===== src/rtl/sipo_deserializer_pkg.sv =====
// sipo_deserializer_pkg: shared state encoding and bit-count sizing for the deserializer.
package sipo_deserializer_pkg;
  typedef enum logic {IDLE, SHIFT} state_e;
  function automatic int cnt_w(input int width);
    return $clog2(width + 1);
  endfunction
endpackage


===== src/rtl/sipo_deserializer_if.sv =====
// sipo_deserializer_if: serial input, parallel output handshake and status bundle.
interface sipo_deserializer_if #(parameter int WIDTH = 8);
  logic serial_in, serial_en, frame_start, out_ready, overflow_clr;
  logic [WIDTH-1:0] out_data;
  logic out_valid, busy, overflow, frame_error;
  modport master (
    output serial_in, serial_en, frame_start, out_ready, overflow_clr,
    input  out_data, out_valid, busy, overflow, frame_error
  );
  modport slave (
    input  serial_in, serial_en, frame_start, out_ready, overflow_clr,
    output out_data, out_valid, busy, overflow, frame_error
  );
endinterface


===== src/rtl/sipo_out_buffer.sv =====
// sipo_out_buffer: one-entry valid/ready output register with sticky overflow on dropped writes.
module sipo_out_buffer #(parameter int WIDTH = 8) (
  input  logic             clk,
  input  logic             reset_n,
  input  logic             wr_en,
  input  logic [WIDTH-1:0] wr_data,
  input  logic             rd_ready,
  input  logic             ovf_clr,
  output logic [WIDTH-1:0] out_data,
  output logic             out_valid,
  output logic             overflow
);
  logic [WIDTH-1:0] data_q, data_d;
  logic valid_q, valid_d, ovf_q, ovf_d, accept;
  always_comb begin
    accept  = wr_en && (!valid_q || rd_ready);
    data_d  = accept ? wr_data : data_q;
    valid_d = accept || (valid_q && !rd_ready);
    ovf_d   = (wr_en && !accept) || (ovf_q && !ovf_clr);
  end
  always_ff @(posedge clk or negedge reset_n)
    if (!reset_n) begin
      data_q  <= '0;
      valid_q <= 1'b0;
      ovf_q   <= 1'b0;
    end else begin
      data_q  <= data_d;
      valid_q <= valid_d;
      ovf_q   <= ovf_d;
    end
  assign out_data  = data_q;
  assign out_valid = valid_q;
  assign overflow  = ovf_q;
endmodule


===== src/rtl/sipo_deserializer.sv =====
// sipo_deserializer: strobed serial-to-parallel receiver with frame alignment and buffered output.
module sipo_deserializer
  import sipo_deserializer_pkg::*;
#(
  parameter int WIDTH      = 8,
  parameter bit MSB_FIRST  = 1,
  parameter bit CONTINUOUS = 1
) (
  input logic               clk,
  input logic               reset_n,
  sipo_deserializer_if.slave bus
);
  localparam int CW = cnt_w(WIDTH);
  state_e state_q, state_d;
  logic [CW-1:0] cnt_q, cnt_d, cnt_inc;
  logic [WIDTH-1:0] sr_q, sr_d, sr_shift;
  logic take, restart, done, busy, ferr_q, ferr_d;
  // Stale bits left by an aborted frame are fully shifted out before the word completes.
  always_comb begin
    busy     = state_q == SHIFT && cnt_q != '0;
    restart  = bus.serial_en && bus.frame_start;
    take     = bus.serial_en && (state_q == SHIFT || bus.frame_start);
    sr_shift = MSB_FIRST ? {sr_q[WIDTH-2:0], bus.serial_in} : {bus.serial_in, sr_q[WIDTH-1:1]};
    cnt_inc  = bus.frame_start ? CW'(1) : cnt_q + CW'(1);
    done     = take && cnt_inc == CW'(WIDTH);
    cnt_d    = take ? (done ? '0 : cnt_inc) : cnt_q;
    sr_d     = take ? sr_shift : sr_q;
    state_d  = (done && !CONTINUOUS) ? IDLE : take ? SHIFT : state_q;
    ferr_d   = restart && busy;
  end
  always_ff @(posedge clk or negedge reset_n)
    if (!reset_n) begin
      state_q <= IDLE;
      cnt_q   <= '0;
      sr_q    <= '0;
      ferr_q  <= 1'b0;
    end else begin
      state_q <= state_d;
      cnt_q   <= cnt_d;
      sr_q    <= sr_d;
      ferr_q  <= ferr_d;
    end
  sipo_out_buffer #(.WIDTH(WIDTH)) u_buf (
    .clk,
    .reset_n,
    .wr_en    (done),
    .wr_data  (sr_shift),
    .rd_ready (bus.out_ready),
    .ovf_clr  (bus.overflow_clr),
    .out_data (bus.out_data),
    .out_valid(bus.out_valid),
    .overflow (bus.overflow)
  );
  assign bus.busy        = busy;
  assign bus.frame_error = ferr_q;
endmodule

===== src/flat_wrapper.sv =====
// flat-port wrapper written by rule: the top's interface ports become plain ports
module sipo_deserializer_flat import sipo_deserializer_pkg::*;
#(
  parameter int WIDTH      = 8,
  parameter bit MSB_FIRST  = 1,
  parameter bit CONTINUOUS = 1
)
  (clk, reset_n, bus_serial_in, bus_serial_en, bus_frame_start, bus_out_ready, bus_overflow_clr, bus_out_data, bus_out_valid, bus_busy, bus_overflow, bus_frame_error);
  sipo_deserializer_if #(.WIDTH(WIDTH)) bus_i ();
  input logic clk;
  input logic reset_n;
  input wire logic [$bits(bus_i.serial_in)-1:0] bus_serial_in;
  input wire logic [$bits(bus_i.serial_en)-1:0] bus_serial_en;
  input wire logic [$bits(bus_i.frame_start)-1:0] bus_frame_start;
  input wire logic [$bits(bus_i.out_ready)-1:0] bus_out_ready;
  input wire logic [$bits(bus_i.overflow_clr)-1:0] bus_overflow_clr;
  output wire logic [$bits(bus_i.out_data)-1:0] bus_out_data;
  output wire logic [$bits(bus_i.out_valid)-1:0] bus_out_valid;
  output wire logic [$bits(bus_i.busy)-1:0] bus_busy;
  output wire logic [$bits(bus_i.overflow)-1:0] bus_overflow;
  output wire logic [$bits(bus_i.frame_error)-1:0] bus_frame_error;
  assign bus_i.serial_in = bus_serial_in;
  assign bus_i.serial_en = bus_serial_en;
  assign bus_i.frame_start = bus_frame_start;
  assign bus_i.out_ready = bus_out_ready;
  assign bus_i.overflow_clr = bus_overflow_clr;
  assign bus_out_data = bus_i.out_data;
  assign bus_out_valid = bus_i.out_valid;
  assign bus_busy = bus_i.busy;
  assign bus_overflow = bus_i.overflow;
  assign bus_frame_error = bus_i.frame_error;
  sipo_deserializer #(.WIDTH(WIDTH), .MSB_FIRST(MSB_FIRST), .CONTINUOUS(CONTINUOUS)) u_core (.clk(clk), .reset_n(reset_n), .bus(bus_i));
endmodule

===== config.mk =====
export PLATFORM = sky130hd
export DESIGN_NAME = sipo_deserializer_flat
export DESIGN_NICKNAME = d
export VERILOG_FILES = /design/src/rtl/sipo_deserializer_pkg.sv /design/src/rtl/sipo_deserializer_if.sv /design/src/rtl/sipo_out_buffer.sv /design/src/rtl/sipo_deserializer.sv /design/src/flat_wrapper.sv
export SDC_FILE = /design/constraint.sdc
export NUM_CORES = 1
export LEC_CHECK = 0
export BUFFER_PORTS_ARGS = -buffer_cell sky130_fd_sc_hd__buf_2
export CAP_MARGIN = 15
export CORE_MARGIN = 2
export CORE_UTILIZATION = 52
export CTS_CLUSTER_DIAMETER = 40
export DETAILED_ROUTE_END_ITERATION = 10
export MAX_ROUTING_LAYER = met4
export PLACE_DENSITY = 0.76
export SYNTH_ARGS = -nofsm -noshare
export SYNTH_HDL_FRONTEND = slang
export SYNTH_SLANG_ARGS = --single-unit

===== constraint.sdc =====
create_clock -name clk -period 2.3 [get_ports clk]
set_clock_uncertainty 0.15 [all_clocks]
set_input_delay 0.46 -clock clk [delete_from_list [all_inputs] [get_ports clk]]
set_output_delay 0.46 -clock clk [all_outputs]
set_load 0.02 [all_outputs]

==> flow_metrics.py, run 1 <==
metrics = {
    "sta": {
        "max_freq_mhz": 482,
        "finalCritPeriodShare": 0.902,
        "worst_hold_slack_ns": 0.171,
        "relSlewSlack": 0.679,
        "setup_violations": 0,
        "fin_crit_ns": 2.07,
        "final_hold_viol_count": 0,
        "rsz0062_at_grt": "no",
        "final_max_slew_viol_count": 0,
        "tns_ns": 0,
        "tightest_slew_ns": 0.482,
    },
    "yosys": {
        "postSynthNetCount": 78,
        "synth.area.top_cells": "dfrtp_1 (58%), mux2_4 (12%), mux2_2 (8.0%), ha_1 (2.5%), xnor2_1 (1.8%)",
        "synth.distinct_cells": 26,
        "synth_compound_area_frac": 0.0556,
        "ys_ff_latch": 23,
        "syn_avg_cell_area_um2": 14.4,
        "synth_adder_area_share": 0.0253,
        "synth_top_family_by_area": "multiplexers",
        "ys_seq_area_frac": 0.581,
        "synth_most_common_cell": "dfrtp_1",
        "synth_mux_area_frac": 0.211,
        "synth_top_area_share": 0.581,
        "syn_area_um2": 991,
        "netlist_top_cells_count": "dfrtp_1 (23), mux2_4 (8), mux2_2 (7)",
        "ys.flop_type": "dfrtp_1",
        "synthArstFlopShare": 1.00,
        "synth_top_cell_by_area": "dfrtp_1",
        "synthSimpleGateAreaFrac": 0.0783,
        "synth_edf_count": 0,
        "synthCells": 69,
        "ys_warn_count": 0,
        "synth_xor_xnor_area_share": 0.0177,
    },
    "floorplanning": {
        "ioPinCount": 19,
        "initial_core_util": 0.562,
        "design.core.area_um2": 1760,
        "dieArea_um2": 2270,
        "std_cell_rows": 15,
        "die_x_um": 47.7,
        "die_h_um": 47.7,
    },
    "cells_and_area": {
        "fin_util": 0.651,
        "layout-drive-gt1-share": 0.457,
        "fill_cells": 158,
        "fin_area_um2": 1150,
        "synthToLayoutAreaGrowth_pct": 15.9,
        "fin_nets": 102,
        "num_antenna_cells": 0,
    },
    "setup_path": {
        "reg2regPathDepth": 7,
        "startpoint_type": "register",
        "path_class": "register to primary output",
        "cp_max_fo": 5,
        "rr_endpoint": "u_core.u_buf.out_data[0]$_DFFE_PN0P_",
        "r2r-start": "u_core.cnt_q[0]$_DFFE_PN0P_",
        "crit_required_ns": 1.69,
        "crit_path_end_kind": "primary output",
        "reg2reg_setup_slack_ns": 0.25,
        "worstPathArrival_ns": 1.46,
    },
    "routing": {
        "routed_via_density": 5.05,
        "dr.pass1.iters": 4,
        "vias": 591,
        "antenna_left": 0,
        "post_drt_wl_per_cell_um": 13.1,
        "routed_wl_mm": 1.54,
        "drtIter0Drc": 11,
        "drc": 0,
    },
    "place": {
        "dp_hpwl_mm": 1.12,
        "numPortBuffers": 18,
        "detailed_place.area_um2": 1110,
        "place_congestion": 0.710,
    },
    "global_routing": {
        "grtUsageTotal": 0.169,
        "grt_pass1_vias": 568,
        "grt_max_degree": 24,
        "grt_pass1_wl_mm": 2.50,
        "antenna_found_initial": 0,
        "grt-ovfl-total": 0,
    },
    "pwr": {
        "vdd_drop_max_mv": 0.508,
        "powerDensity_nw_per_um2": 790,
        "p_leak_nw": 0.586,
    },
    "clocking": {
        "hold_buffers": 1,
        "cts_resized": 0,
        "htreeDepth": 1,
        "clk_latency_ns": 0.30,
        "clock-sinks": 23,
        "clock_path_buffers": 2,
        "clk_pin_slew_ns": 0.12,
        "clockRootBuffer": "clkbuf_4",
        "cts_buffers": 3,
        "cts_tree": "built",
        "post_cts_buffers": 0,
    },
    "hold_path": {
        "min_from": "bus_overflow_clr",
        "holdPathEnd": "u_core.u_buf.overflow$_DFF_PN0_",
        "hp-class": "input port to register",
        "worstHoldPathCells": 2,
    },
    "flow_run": {
        "maxCapViolCount": 0,
    },
    "status": {
        "outcome": "finished, final reports clean",
    },
}
==> state kept, by name (all words and copies together) (netlist names) <==
register,count
u_core.u_buf.overflow,1
u_core.bus.frame_error,1
u_core.state_q,1
u_core.sr_q,7
u_core.u_buf.out_valid,1
u_core.cnt_q,4
u_core.u_buf.out_data,8
==> where the power goes <==
part | total, W | internal [W] | switching (W) | leakage [nW]
Combinational | 0.000200 | 0.000104 | 0.0000956 | 0.275
Clock | 0.000184 | 0.0000650 | 0.000119 | 0.0177
Sequential | 0.000524 | 0.000472 | 0.0000517 | 0.293
Total | 0.000907 | 0.000641 | 0.000266 | 0.586
==> per-stage QoR <==
stage                     std cells  setup slack (ns)  total power (W)
after floorplan                  69             0.389         0.000664
after global placement          112             0.306         0.000722
after detailed placement        112             0.254         0.000735
after CTS                       117             0.214         0.000920
after global routing            117            0.0995         0.000961
final                           117             0.225         0.000907
==> critical path, cell delays in order (launching register included) <==
cell	delay, ns
dfrtp_1	0.45
inv_1	0.07
ha_1	0.21
a21boi_0	0.22
buf_2	0.21
==> cells in the final DEF (no fill, tap or decap), types with 2 or more instances in the layout <==
master	n
mux2_4	8
inv_1	4
mux2_2	7
nor2_1	2
buf_2	18
buf_4	2
xnor2_1	2
dfrtp_1	23
clkbuf_4	3
nand2_1	2
ha_1	2
o21ai_0	2
==> how the worst max path moves through the flow <==
stage / from / end / slack, ns / depth (start not counted)
after detailed placement: u_core.cnt_q[0]$_DFFE_PN0P_ / u_core.u_buf.out_data[0]$_DFFE_PN0P_ / 0.25 / 7
after global routing: u_core.cnt_q[0]$_DFFE_PN0P_ / bus_busy / 0.1 / 4
final: u_core.cnt_q[0]$_DFFE_PN0P_ / bus_busy / 0.23 / 4
after CTS: u_core.cnt_q[0]$_DFFE_PN0P_ / bus_busy / 0.21 / 4
after global placement: u_core.cnt_q[0]$_DFFE_PN0P_ / u_core.u_buf.out_data[1]$_DFFE_PN0P_ / 0.31 / 7
after floorplan: u_core.cnt_q[0]$_DFFE_PN0P_ / u_core.u_buf.out_data[0]$_DFFE_PN0P_ / 0.39 / 7
==> logic make-up after synthesis <==
logic type      after synthesis
compound gates                8
xor+xnor                      2
fa+ha+maj                     2
buf+inv                       6
flops                        23
mux                          16
simple gates                 12
==> final cells by class <==
cell class                 instances  area [µm²]  share of cell area
sequential                        23         576               0.501
multi-input combinational         40         384               0.334
timing repair buffer              21         115               0.100
tap                               25        31.3              0.0272
clock buffer                       3        22.5              0.0196
inverter                           4        15.0              0.0131
clock inverter                     1        5.00             0.00436
==> per-layer routing <==
metal  vias up  track usage  wire length, µm
met5         -            -                0
met1       281        0.205              748
met2        15        0.270              698
met4         0       0.0973               31
met3         4       0.0226               58
li1        291            -                -
Note: power is estimated with default switching activity, not from simulation.
==> inputs of run 2 (changes only) <==
--- a/config.mk
+++ b/config.mk
@@ -13,6 +13,7 @@
 export DETAILED_ROUTE_END_ITERATION = 10
 export MAX_ROUTING_LAYER = met4
 export PLACE_DENSITY = 0.76
+export REMOVE_ABC_BUFFERS = 1
 export SYNTH_ARGS = -nofsm -noshare
 export SYNTH_HDL_FRONTEND = slang
 export SYNTH_SLANG_ARGS = --single-unit
==> run 2 against run 1 <==
Total power down 0.51%. Global-route usage down 0.61 points. Die area unchanged. First-iteration DRC count up 27%. Cell count unchanged. Sequential cell count unchanged. Clock power down 3%. Worst hold slack better by 0.011 ns. Sequential share of layout area up 0.055 points. Critical endpoint is now u_core.u_buf.out_data[3]$_DFFE_PN0P_. Largest cell class unchanged.
==> flow_metrics.py, run 2 (same netlist as run 1, synthesis figures left out) <==
metrics = {
    "clocking": {
        "clock_path_buffers": 2,
        "cts_buffers": 3,
        "clock-sinks": 23,
        "cts_tree": "built",
        "clk_latency_ns": 0.30,
        "clockRootBuffer": "clkbuf_4",
        "cts_resized": 0,
        "post_cts_buffers": 0,
        "htreeDepth": 1,
        "clk_pin_slew_ns": 0.11,
    },
    "setup_path": {
        "rr_endpoint": "u_core.u_buf.out_data[3]$_DFFE_PN0P_",
        "cp-startpoint": "u_core.cnt_q[0]$_DFFE_PN0P_",
        "reg2reg_setup_slack_ns": 0.23,
        "crit_path_end_kind": "register",
        "reg2regPathDepth": 7,
        "crit_required_ns": 2.35,
        "cp_max_fo": 8,
        "r2r-start": "u_core.cnt_q[0]$_DFFE_PN0P_",
        "startpoint_type": "register",
        "path_class": "register to register",
        "worstPathArrival_ns": 2.12,
    },
    "pwr": {
        "p_leak_nw": 0.583,
        "vdd_drop_max_mv": 0.503,
        "powerDensity_nw_per_um2": 787,
        "power_w": 0.000902,
    },
    "cells_and_area": {
        "layout-drive-gt1-share": 0.446,
        "largest_register_ffs": 8,
        "layout.cells.most_common_list": "dfrtp_1 (23), buf_2 (18), mux2_4 (8)",
        "synthToLayoutAreaGrowth_pct": 15.8,
        "fin_area_um2": 1150,
        "num_antenna_cells": 0,
        "final_common_cell": "dfrtp_1",
        "fin_nets": 102,
        "instances_no_fill": 117,
    },
    "floorplanning": {
        "die_x_um": 47.7,
        "initial_core_util": 0.562,
        "die_h_um": 47.7,
        "dieArea_um2": 2270,
        "design.core.area_um2": 1760,
        "ioPinCount": 19,
        "std_cell_rows": 15,
    },
    "sta": {
        "max_freq_mhz": 483,
        "setup_violations": 0,
        "worst_hold_slack_ns": 0.182,
        "fin_crit_ns": 2.07,
        "relSlewSlack": 0.678,
        "tightest_slew_ns": 0.483,
        "final_hold_viol_count": 0,
        "tns_ns": 0,
        "finalCritPeriodShare": 0.900,
        "rsz0062_at_grt": "no",
        "final_max_slew_viol_count": 0,
    },
    "routing": {
        "antenna_left": 0,
        "dr.pass1.iters": 4,
        "vias": 570,
        "routed_via_density": 4.87,
        "routed_wl_mm": 1.53,
        "post_drt_wl_per_cell_um": 13.1,
        "drtIter0Drc": 14,
        "drc": 0,
    },
    "hold_path": {
        "hp-class": "input port to register",
        "min_from": "bus_overflow_clr",
        "worstHoldPathCells": 2,
        "holdPathEnd": "u_core.u_buf.overflow$_DFF_PN0_",
    },
    "global_routing": {
        "grt_pass1_wl_mm": 2.34,
        "grt-ovfl-total": 0,
        "antenna_found_initial": 0,
        "grtUsageTotal": 0.163,
        "grt_max_degree": 24,
        "grt_pass1_vias": 520,
    },
    "place": {
        "dp_hpwl_mm": 1.12,
        "numPortBuffers": 18,
        "placed_cells": 112,
        "place_congestion": 0.684,
        "detailed_place.area_um2": 1110,
    },
    "flow_run": {
        "maxCapViolCount": 0,
    },
    "status": {
        "outcome": "finished, final reports clean",
    },
}
-- run 2: changes by cell type in the layout (fill, tap and decap cells not counted), sizes merged --
| cell | delta |
|---|---|
| clkinv | -1 |
| clkbuf | +1 |
-- run 2: critical path, cell delays in order (launching register included) --
cell     delay, ns
dfrtp_1       0.45
inv_1         0.07
ha_1          0.31
nor2_1        0.12
nand4_2       0.13
and3b_1       0.23
buf_4         0.19
mux2_4        0.31
-- run 2: routing by layer --
metal / up-vias / global-route usage / share of wire
met4: 0 / 0.114 / 0.023
met2: 16 / 0.216 / 0.43
li1: 288 / - / -
met5: - / - / 0
met3: 4 / 0.0226 / 0.039
met1: 262 / 0.229 / 0.50
-- run 2: per-stage QoR --
step | setup slack [ns] | util
finish | 0.231 | 0.650
global placement | 0.305 | 0.630
CTS | 0.223 | 0.650
floorplan | 0.242 | -
detailed placement | 0.242 | 0.630
global route | 0.110 | 0.650
-- run 2: layout make-up --
| type | count | area, µm² |
|---|---|---|
| fillers | 147 | 617 |
| flip-flops and latches | 23 | 576 |
| multi-input cells | 40 | 384 |
| repair buffers | 21 | 115 |
| well taps | 25 | 31.3 |
| clock buffers | 4 | 26.3 |
| inverters | 4 | 15.0 |
-- run 2: what timing repair did --
item / CTS / global route
setup endpoints to repair: 0 / 0
hold buffers: 1 / 0
hold endpoints to repair: 23 / 0
-- run 2: how the worst max path moves through the flow --
stage / end / cells after the start
5_1_grt: u_core.u_buf.out_data[3]$_DFFE_PN0P_ / 7
6_report: u_core.u_buf.out_data[3]$_DFFE_PN0P_ / 7
4_1_cts: u_core.u_buf.out_data[1]$_DFFE_PN0P_ / 7
3_3_place_gp: u_core.u_buf.out_data[1]$_DFFE_PN0P_ / 7
3_5_place_dp: u_core.u_buf.out_data[6]$_DFFE_PN0P_ / 7
2_1_floorplan: u_core.u_buf.out_data[0]$_DFFE_PN0P_ / 6
-- run 2: where the power goes --
group / internal [W] / total (W) / switching (W)
Clock: 0.0000676 / 0.000178 / 0.000110
Sequential: 0.000472 / 0.000526 / 0.0000538
Combinational: 0.000104 / 0.000199 / 0.0000953
Total: 0.000643 / 0.000902 / 0.000259
==> inputs of run 3 (changes only) <==
==> constraint.sdc (replaced) <==
create_clock -name clk -period 2.3 [get_ports clk]
set_clock_uncertainty 0.15 [all_clocks]
set_input_delay 0.69 -clock clk [delete_from_list [all_inputs] [get_ports clk]]
set_output_delay 0.69 -clock clk [all_outputs]
set_load 0.01 [all_outputs]
==> run 3 against run 2 <==
Sequential cell count unchanged. Register-to-register slack about the same. Combinational power down 10%. Critical endpoint is now bus_busy.
==> flow_metrics.py, run 3 (same netlist as run 1, synthesis figures left out) <==
metrics = {
    "sta": {
        "tightest_slew_ns": 0.491,
        "rsz0062_at_grt": "no",
        "relSlewSlack": 0.673,
        "final_max_slew_viol_count": 0,
        "fin_crit_ns": 2.21,
        "tns_ns": 0,
        "setup_slack_ns": 0.0908,
        "final_hold_viol_count": 0,
        "setup_violations": 0,
        "finalCritPeriodShare": 0.961,
        "max_freq_mhz": 453,
    },
    "floorplanning": {
        "die_x_um": 47.7,
        "ioPinCount": 19,
        "dieArea_um2": 2270,
        "std_cell_rows": 15,
        "die_h_um": 47.7,
        "initial_core_util": 0.562,
        "design.core.area_um2": 1760,
    },
    "cells_and_area": {
        "synthToLayoutAreaGrowth_pct": 16.2,
        "layout-drive-gt1-share": 0.462,
        "fill_cells": 158,
        "largest_register_ffs": 8,
        "fin_nets": 101,
        "num_antenna_cells": 0,
        "final_common_cell": "dfrtp_1",
        "layout.cells.most_common_list": "dfrtp_1 (22), buf_2 (18), mux2_4 (8)",
    },
    "pwr": {
        "p_leak_nw": 0.581,
        "vdd_drop_max_mv": 0.622,
        "power_w": 0.000885,
        "powerDensity_nw_per_um2": 769,
    },
    "clocking": {
        "cts_tree": "built",
        "clk_latency_ns": 0.31,
        "cts_buffers": 3,
        "clk_pin_slew_ns": 0.12,
        "htreeDepth": 1,
        "clock-sinks": 23,
        "post_cts_buffers": 0,
        "clockRootBuffer": "clkbuf_4",
        "clock_path_buffers": 2,
    },
    "setup_path": {
        "cp-startpoint": "u_core.cnt_q[0]$_DFFE_PN0P_",
        "worstPathArrival_ns": 1.37,
        "cp_max_fo": 5,
        "r2r-start": "u_core.cnt_q[0]$_DFFE_PN0P_",
        "startpoint_type": "register",
        "crit_required_ns": 1.46,
        "path_class": "register to primary output",
        "crit_path_end_kind": "primary output",
    },
    "global_routing": {
        "grt-ovfl-total": 0,
        "grt_max_degree": 24,
        "grt_pass1_vias": 530,
        "antenna_found_initial": 0,
        "grt_pass1_wl_mm": 2.40,
        "grtUsageTotal": 0.169,
    },
    "routing": {
        "drc": 0,
        "vias": 595,
        "drtIter0Drc": 9,
        "routed_wl_mm": 1.65,
        "antenna_left": 0,
        "routed_via_density": 5.13,
        "post_drt_wl_per_cell_um": 14.2,
        "dr.pass1.iters": 4,
    },
    "status": {
        "outcome": "finished, final reports clean",
    },
    "hold_path": {
        "hp-class": "input port to async pin",
    },
    "place": {
        "place_congestion": 0.711,
        "pre_cts_ws_ns": 0.0540,
        "numPortBuffers": 18,
        "dp_hpwl_mm": 1.20,
    },
    "flow_run": {
        "maxCapViolCount": 0,
    },
}
## run 3: cell count changes in the layout (fill, tap and decap cells not counted), sizes merged
cell,delta
dlygate4sd3,-1
## run 3: repair_timing
item                                    in CTS  in global routing
resized for setup                            0                  1
endpoints found under the setup margin       0                  1
hold buffers                                 0                  0
## run 3: area by class of cell
class / count / area, µm² / area share
well taps: 25 / 31.3 / 0.0272
inverters: 4 / 15.0 / 0.0130
flip-flops and latches: 23 / 577 / 0.501
repair buffers: 20 / 118 / 0.102
clock buffers: 4 / 26.3 / 0.0228
multi-input cells: 40 / 384 / 0.334
## run 3: worst paths after layout
| path | cells after the start | endpoint | slack, ns |
|---|---|---|---|
| min reg2reg | 1 | u_core.state_q$_DFFE_PN0P_ | 0.36 |
| max | 4 | bus_busy | 0.09 |
| min | 1 | u_core.u_buf.out_valid$_DFF_PN0_ | 0.17 |
| min in group clk | 1 | u_core.state_q$_DFFE_PN0P_ | 0.36 |
| max reg2reg | 7 | u_core.u_buf.out_data[1]$_DFFE_PN0P_ | 0.24 |
| max in group asynchronous | 1 | u_core.cnt_q[0]$_DFFE_PN0P_ | 1.47 |
## run 3: report_power, final
| group | internal [W] | leakage (nW) | total [W] | switching, W |
|---|---|---|---|---|
| clock network | 0.0000677 | 0.0150 | 0.000181 | 0.000113 |
| logic | 0.000103 | 0.273 | 0.000179 | 0.0000761 |
| registers | 0.000472 | 0.292 | 0.000525 | 0.0000529 |
## run 3: metal layers
metal / vias up / share of wire / GRT usage
met4: 0 / 0.014 / 0.0973
met2: 18 / 0.47 / 0.249
met3: 2 / 0.051 / 0.0453
met5: - / 0 / -
met1: 291 / 0.46 / 0.210
li1: 284 / - / -
## run 3: metrics by stage
step	area, µm²	utilization	cells	hold slack [ns]
6_report	1150	0.652	116	0.173
3_5_place_dp	1120	0.637	112	0.327
3_3_place_gp	1120	0.637	112	0.327
2_1_floorplan	975	-	67	0.244
4_1_cts	1150	0.652	116	0.174
5_1_grt	1150	0.652	116	0.204
## run 3: critical path, stage by stage (launching register included)
cell and delay, ns:
dfrtp_2 0.44, inv_1 0.06, ha_1 0.19, a21boi_0 0.20
buf_2 0.17
